[src/rtl/hazard_if.sv]
// Pipeline-hazard bundle between the ID-stage sequencer and the pipeline datapath.
interface hazard_if #(
   parameter int unsigned CNT_W = 16
);
   logic [4:0]       ifid_rs;
   logic [4:0]       ifid_rt;
   logic             ifid_uses_rt;
   logic             idex_memread;
   logic [4:0]       idex_rt;
   logic             branch_taken;
   logic             jump_id;
   logic             md_start;
   logic             md_done;
   logic             pc_en;
   logic             ifid_en;
   logic             idex_en;
   logic             ifid_flush;
   logic             idex_flush;
   logic             exmem_flush;
   logic             md_timeout;
   logic [CNT_W-1:0] stall_cnt;
   logic [CNT_W-1:0] flush_cnt;

   // Datapath side: reports hazard sources, obeys enables/flushes.
   modport master (
      output ifid_rs, ifid_rt, ifid_uses_rt, idex_memread, idex_rt,
             branch_taken, jump_id, md_start, md_done,
      input  pc_en, ifid_en, idex_en, ifid_flush, idex_flush, exmem_flush,
             md_timeout, stall_cnt, flush_cnt
   );

   // Sequencer side.
   modport slave (
      input  ifid_rs, ifid_rt, ifid_uses_rt, idex_memread, idex_rt,
             branch_taken, jump_id, md_start, md_done,
      output pc_en, ifid_en, idex_en, ifid_flush, idex_flush, exmem_flush,
             md_timeout, stall_cnt, flush_cnt
   );
endinterface

[src/rtl/hazard_ctrl.sv]
// Pipeline sequencer: load-use stalls, branch/jump squashes, mul/div freeze,
// saturating stall/flush statistics. Controls are combinational from state + inputs.
module hazard_ctrl #(
   parameter int unsigned CNT_W  = 16,
   parameter int unsigned MD_MAX = 64
) (
   input logic     clk,
   input logic     rst_n,
   hazard_if.slave hz
);
   localparam int unsigned MD_W = (MD_MAX > 2) ? $clog2(MD_MAX) : 1;
   localparam logic [CNT_W-1:0] CNT_SAT = '1;

   typedef enum logic {
      ST_RUN,
      ST_MD_WAIT
   } state_e;

   state_e           state_q, state_d;
   logic [MD_W-1:0]  md_cnt_q, md_cnt_d;
   logic             md_timeout_q, md_timeout_d;
   logic [CNT_W-1:0] stall_cnt_q, stall_cnt_d;
   logic [CNT_W-1:0] flush_cnt_q, flush_cnt_d;

   logic freeze_c, load_use_c;
   logic pc_en_c, ifid_en_c, idex_en_c;
   logic ifid_flush_c, idex_flush_c, exmem_flush_c;

   // Load-use hazard against a load in EX; $zero is never a real dependency.
   assign load_use_c = hz.idex_memread && (hz.idex_rt != 5'd0) &&
                       ((hz.idex_rt == hz.ifid_rs) ||
                        (hz.ifid_uses_rt && (hz.idex_rt == hz.ifid_rt)));

   // Freeze covers the issue cycle and every wait cycle except the one with md_done.
   assign freeze_c = ((state_q == ST_MD_WAIT) && !hz.md_done) ||
                     ((state_q == ST_RUN) && hz.md_start);

   // Prioritised hazard resolution; reset forces a clean squashed pipeline.
   always_comb begin
      pc_en_c       = 1'b1;
      ifid_en_c     = 1'b1;
      idex_en_c     = 1'b1;
      ifid_flush_c  = 1'b0;
      idex_flush_c  = 1'b0;
      exmem_flush_c = 1'b0;
      if (freeze_c) begin
         pc_en_c       = 1'b0;
         ifid_en_c     = 1'b0;
         idex_en_c     = 1'b0;
         exmem_flush_c = 1'b1;
      end else if (hz.branch_taken) begin
         ifid_flush_c = 1'b1;
         idex_flush_c = 1'b1;
      end else if (load_use_c) begin
         pc_en_c      = 1'b0;
         ifid_en_c    = 1'b0;
         idex_flush_c = 1'b1;
      end else if (hz.jump_id) begin
         ifid_flush_c = 1'b1;
      end
      if (!rst_n) begin
         pc_en_c       = 1'b0;
         ifid_en_c     = 1'b0;
         idex_en_c     = 1'b0;
         ifid_flush_c  = 1'b1;
         idex_flush_c  = 1'b1;
         exmem_flush_c = 1'b0;
      end
   end

   // Next state: mul/div wait tracking with timeout, saturating statistics.
   always_comb begin
      state_d      = state_q;
      md_cnt_d     = md_cnt_q;
      md_timeout_d = md_timeout_q;
      stall_cnt_d  = stall_cnt_q;
      flush_cnt_d  = flush_cnt_q;
      case (state_q)
         ST_RUN: begin
            if (hz.md_start) begin
               state_d  = ST_MD_WAIT;
               md_cnt_d = '0;
            end
         end
         ST_MD_WAIT: begin
            if (hz.md_done) begin
               state_d = ST_RUN;
            end else if (md_cnt_q == MD_W'(MD_MAX - 1)) begin
               md_timeout_d = 1'b1;
               state_d      = ST_RUN;
            end else begin
               md_cnt_d = md_cnt_q + MD_W'(1);
            end
         end
         default: state_d = ST_RUN;
      endcase
      if (!pc_en_c && (stall_cnt_q != CNT_SAT)) stall_cnt_d = stall_cnt_q + CNT_W'(1);
      if (ifid_flush_c && (flush_cnt_q != CNT_SAT)) flush_cnt_d = flush_cnt_q + CNT_W'(1);
   end

   // State and statistics registers.
   always_ff @(posedge clk or negedge rst_n) begin
      if (!rst_n) begin
         state_q      <= ST_RUN;
         md_cnt_q     <= '0;
         md_timeout_q <= 1'b0;
         stall_cnt_q  <= '0;
         flush_cnt_q  <= '0;
      end else begin
         state_q      <= state_d;
         md_cnt_q     <= md_cnt_d;
         md_timeout_q <= md_timeout_d;
         stall_cnt_q  <= stall_cnt_d;
         flush_cnt_q  <= flush_cnt_d;
      end
   end

   assign hz.pc_en       = pc_en_c;
   assign hz.ifid_en     = ifid_en_c;
   assign hz.idex_en     = idex_en_c;
   assign hz.ifid_flush  = ifid_flush_c;
   assign hz.idex_flush  = idex_flush_c;
   assign hz.exmem_flush = exmem_flush_c;
   assign hz.md_timeout  = md_timeout_q;
   assign hz.stall_cnt   = stall_cnt_q;
   assign hz.flush_cnt   = flush_cnt_q;
endmodule

[src/flat_wrapper.sv]
// flat-port wrapper written by rule: the top's interface ports become plain ports
module hazard_ctrl_flat 
#(
   parameter int unsigned CNT_W  = 16,
   parameter int unsigned MD_MAX = 64
)
  (clk, rst_n, hz_ifid_rs, hz_ifid_rt, hz_ifid_uses_rt, hz_idex_memread, hz_idex_rt, hz_branch_taken, hz_jump_id, hz_md_start, hz_md_done, hz_pc_en, hz_ifid_en, hz_idex_en, hz_ifid_flush, hz_idex_flush, hz_exmem_flush, hz_md_timeout, hz_stall_cnt, hz_flush_cnt);
  hazard_if #(.CNT_W(CNT_W)) hz_i ();
  input logic clk;
  input logic rst_n;
  input wire logic [$bits(hz_i.ifid_rs)-1:0] hz_ifid_rs;
  input wire logic [$bits(hz_i.ifid_rt)-1:0] hz_ifid_rt;
  input wire logic [$bits(hz_i.ifid_uses_rt)-1:0] hz_ifid_uses_rt;
  input wire logic [$bits(hz_i.idex_memread)-1:0] hz_idex_memread;
  input wire logic [$bits(hz_i.idex_rt)-1:0] hz_idex_rt;
  input wire logic [$bits(hz_i.branch_taken)-1:0] hz_branch_taken;
  input wire logic [$bits(hz_i.jump_id)-1:0] hz_jump_id;
  input wire logic [$bits(hz_i.md_start)-1:0] hz_md_start;
  input wire logic [$bits(hz_i.md_done)-1:0] hz_md_done;
  output wire logic [$bits(hz_i.pc_en)-1:0] hz_pc_en;
  output wire logic [$bits(hz_i.ifid_en)-1:0] hz_ifid_en;
  output wire logic [$bits(hz_i.idex_en)-1:0] hz_idex_en;
  output wire logic [$bits(hz_i.ifid_flush)-1:0] hz_ifid_flush;
  output wire logic [$bits(hz_i.idex_flush)-1:0] hz_idex_flush;
  output wire logic [$bits(hz_i.exmem_flush)-1:0] hz_exmem_flush;
  output wire logic [$bits(hz_i.md_timeout)-1:0] hz_md_timeout;
  output wire logic [$bits(hz_i.stall_cnt)-1:0] hz_stall_cnt;
  output wire logic [$bits(hz_i.flush_cnt)-1:0] hz_flush_cnt;
  assign hz_i.ifid_rs = hz_ifid_rs;
  assign hz_i.ifid_rt = hz_ifid_rt;
  assign hz_i.ifid_uses_rt = hz_ifid_uses_rt;
  assign hz_i.idex_memread = hz_idex_memread;
  assign hz_i.idex_rt = hz_idex_rt;
  assign hz_i.branch_taken = hz_branch_taken;
  assign hz_i.jump_id = hz_jump_id;
  assign hz_i.md_start = hz_md_start;
  assign hz_i.md_done = hz_md_done;
  assign hz_pc_en = hz_i.pc_en;
  assign hz_ifid_en = hz_i.ifid_en;
  assign hz_idex_en = hz_i.idex_en;
  assign hz_ifid_flush = hz_i.ifid_flush;
  assign hz_idex_flush = hz_i.idex_flush;
  assign hz_exmem_flush = hz_i.exmem_flush;
  assign hz_md_timeout = hz_i.md_timeout;
  assign hz_stall_cnt = hz_i.stall_cnt;
  assign hz_flush_cnt = hz_i.flush_cnt;
  hazard_ctrl #(.CNT_W(CNT_W), .MD_MAX(MD_MAX)) u_core (.clk(clk), .rst_n(rst_n), .hz(hz_i));
endmodule
[config.mk]
export PLATFORM = sky130hd
export DESIGN_NAME = hazard_ctrl_flat
export DESIGN_NICKNAME = d
export VERILOG_FILES = /design/src/rtl/hazard_if.sv /design/src/rtl/hazard_ctrl.sv /design/src/flat_wrapper.sv
export SDC_FILE = /design/constraint.sdc
export NUM_CORES = 1
export LEC_CHECK = 0
export CAP_MARGIN = 20
export CELL_PAD_IN_SITES_DETAIL_PLACEMENT = 0
export CELL_PAD_IN_SITES_GLOBAL_PLACEMENT = 1
export CORE_MARGIN = 4
export CORE_UTILIZATION = 34
export DETAILED_ROUTE_END_ITERATION = 10
export GPL_ROUTABILITY_DRIVEN = 0
export PLACE_DENSITY_LB_ADDON = 0.1
export REMOVE_ABC_BUFFERS = 1
export SETUP_SLACK_MARGIN = 0.02
export SLEW_MARGIN = 10
export SYNTH_ARGS = -nofsm -noshare
export SYNTH_HDL_FRONTEND = slang
export SYNTH_SLANG_ARGS = --single-unit
[constraint.sdc]
create_clock -name clk -period 4.5 [get_ports clk]
set_input_delay 0.9 -clock clk [delete_from_list [all_inputs] [get_ports clk]]
set_output_delay 0.9 -clock clk [all_outputs]
set_load 0.02 [all_outputs]
==> results_dict.tcl <==
set metrics [dict create \
    status "complete, no violations" \
    syn_area_mm2 0.00201 \
    dr_wl_met2_um 2330 \
    p_comb_share_pct 34.8 \
    core_area_mm2 0.00561 \
    final_common_cell "clkdlybuf4s50_1" \
    worst_ep_arrival_time_ns 3.06 \
    dp_cells 323 \
    internal-power_uw 847 \
    whs_path_depth 1 \
    clock-root-buffer "clkbuf_8" \
    finalWirelength_um 4670 \
    max_freq_mhz 253 \
    vias_per_cell 4.80 \
    ir_drop_uv 332 \
    antenna_found_initial 0 \
    clock_path_buffers 2 \
    grt_pass1_wl_um 8270 \
    dp_hpwl_um 3530 \
    wl_met3_um 125 \
    netSwitchingFraction_pct 34.1 \
    hold_viol_final 0 \
    dieArea_mm2 0.00720 \
    p_sw_uw 438 \
    seq_power_share_pct 41.3 \
    grt_pass1_vias 1683 \
    yosysWarnings 0 \
    finish.net_count 284 \
    die_x_um 84.9 \
    final_cell_mix "clkdlybuf4s50_1 (60), dfrtp_1 (40), xnor2_1 (26)" \
    nFillCells 555 \
    setup_tns_ns 0 \
    ys_seq_elements 40 \
    p_per_area_mw_per_mm2 456 \
    fp.dieH_um 84.9 \
    start_kind "input port" \
    path_clk_slew_ns 0.07 \
    worstHoldStart "u_core.hz.md_timeout" \
    fin_crit_sh_pct 87.9 \
    finalClockSkew_ns 0.00938 \
    drive_gt1_share_pct 6.95 \
    synth.distinct_cells 35 \
    syn-instance-count 192 \
    detail_route.wirelength.met1_um 2190 \
    reg2regPathDepth 6 \
    fin_cells 331 \
    area_delta_synth_final_pct 40.2 \
    htree_levels 2 \
    endpoint_kind "output port" \
    final_util_pct 50.2 \
    crit_required_ns 3.60 \
    cts_tree "done" \
    cap_viol_max_count 0 \
    crit_type "input port to output port" \
    wl_per_cell_um 14.1 \
    setup_violations 0 \
    finalPower_mw 1.28 \
    min_to "u_core.hz.md_timeout" \
    avgSynthCellArea_um2 10.5 \
    post_cts_buffers 0 \
    cts_hold_buf 0 \
    dr.max_layer_used "met4" \
    grt_max_degree 43 \
    p_leak_nw 1.15 \
    rsz0062_at_grt "no" \
    slew_viol_final 0 \
    row_count 27 \
    startpoint "hz_idex_rt[1]" \
    rr_startpoint "u_core.hz.flush_cnt[0]" \
    antenna_cells 0 \
    worst-r2r-setup-slack_ns 2.24 \
    insertion_delay_ns 0.28 \
    num_io_pins 62 \
    worst_pin_slew_ns 0.600 \
    grt_overflow 0 \
    regArea_mm2 0.00100 \
    drt_pass1_iterations 4 \
    hold_class "flop to flop" \
    drt-initial-drc-count 53 \
    slew_headroom_pct 60.0 \
    multiInputGateArea_um2 985 \
    ant_nets 0 \
    yosysSeqAreaShare_pct 49.8 \
    regToRegEndpoint "u_core.hz.flush_cnt[1]" \
    power_frac_clock_pct 23.9 \
    hold_slack_ns 0.478 \
    start_util_pct 35.8 \
    period_needed_ns 3.96 \
    ctsResizeCount 0 \
    drc 0 \
    cts_made_buffers 5 \
    cts_num_sinks 40 \
    crit_fanout 5 \
    grt_usage_pct 14.2 \
    port_buffers 61 \
    vias 1590 \
]
[area by class of cell]
cell class | count | area share (%)
multi-input combinational | 147 | 34.9
clock inverter | 2 | 1.38
timing repair buffer | 62 | 21.8
sequential | 40 | 35.5
tap | 72 | 3.20
inverter | 2 | 0.266
clock buffer | 6 | 2.93
[Yosys cell counts, drive strengths merged]
master / number / area share [%]
a21oi: 2 / 0.50
a31oi: 2 / 0.62
a32oi: 1 / 0.44
and2: 2 / 0.62
and3: 9 / 2.8
and4: 1 / 0.44
buf: 2 / 0.62
clkbuf: 1 / 0.19
dfrtp: 40 / 50
ha: 3 / 1.9
inv: 2 / 0.37
mux2: 2 / 1.1
nand2: 15 / 2.8
nand2b: 4 / 1.2
nand3: 19 / 4.7
nand4: 11 / 3.7
nor2: 14 / 2.9
nor2b: 2 / 0.62
nor3: 4 / 1.6
nor4: 1 / 0.31
o21a: 1 / 0.37
o21ai: 7 / 2.1
o21bai: 1 / 0.37
o31a: 1 / 0.50
or3: 2 / 0.62
or4: 1 / 0.37
or4b: 1 / 0.50
xnor2: 26 / 11
xor2: 15 / 6.5
[worst max-delay path: stages]
cell,delay (ns)
clkdlybuf4s50_1,0.49
xor2_1,0.19
nor4_1,0.28
a32oi_1,0.21
o31a_2,0.43
clkdlybuf4s50_1,0.56
[how the worst max path moves through the flow]
stage                     cells past startpoint  slack, ns            end
final                                         6       0.54     hz_ifid_en
after detailed placement                      6       0.55     hz_ifid_en
after CTS                                     6       0.55     hz_ifid_en
after floorplan                               6       1.50  hz_idex_flush
after global routing                          6       0.47     hz_ifid_en
after global placement                        6       0.58     hz_ifid_en
[metrics by stage]
stage / instance area (um2) / worst slack [ns]
2_1_floorplan: 1990 / 1.50
3_3_place_gp: 2700 / 0.582
3_5_place_dp: 2700 / 0.555
4_1_cts: 2820 / 0.551
5_1_grt: 2820 / 0.468
6_report: 2820 / 0.542
[routing by layer]
| layer | vias to the layer above | GRT usage, % |
|---|---|---|
| met1 | 770 | 18.6 |
| met2 | 21 | 24.0 |
| li1 | 797 | - |
| met4 | 0 | 3.02 |
| met3 | 2 | 3.20 |
| met5 | - | 0 |
[logic make-up after synthesis]
| kind of cell | Yosys count | synth area share, % |
|---|---|---|
| fa+ha+maj | 3 | 1.87 |
| simple gates | 86 | 23.2 |
| compound gates | 15 | 4.92 |
| mux | 2 | 1.12 |
| buf+inv | 5 | 1.18 |
| xor+xnor | 41 | 17.9 |
| flops | 40 | 49.8 |
[power by group through the flow]
stage / clock (mW) / combinational (mW) / sequential (mW)
2_1_floorplan: 0 / 0.161 / 0.602
5_1_grt: 0.333 / 0.492 / 0.552
6_report: 0.307 / 0.447 / 0.531
4_1_cts: 0.317 / 0.454 / 0.531
3_3_place_gp: 0 / 0.449 / 0.538
3_5_place_dp: 0 / 0.451 / 0.536
[state kept, by name (all words and copies together) (netlist names)]
signal	flops
u_core.hz.flush_cnt	16
u_core.hz.stall_cnt	16
u_core.md_cnt_q	6
u_core.hz.md_timeout	1
u_core.state_q	1
(Power assumes the default switching activity.)
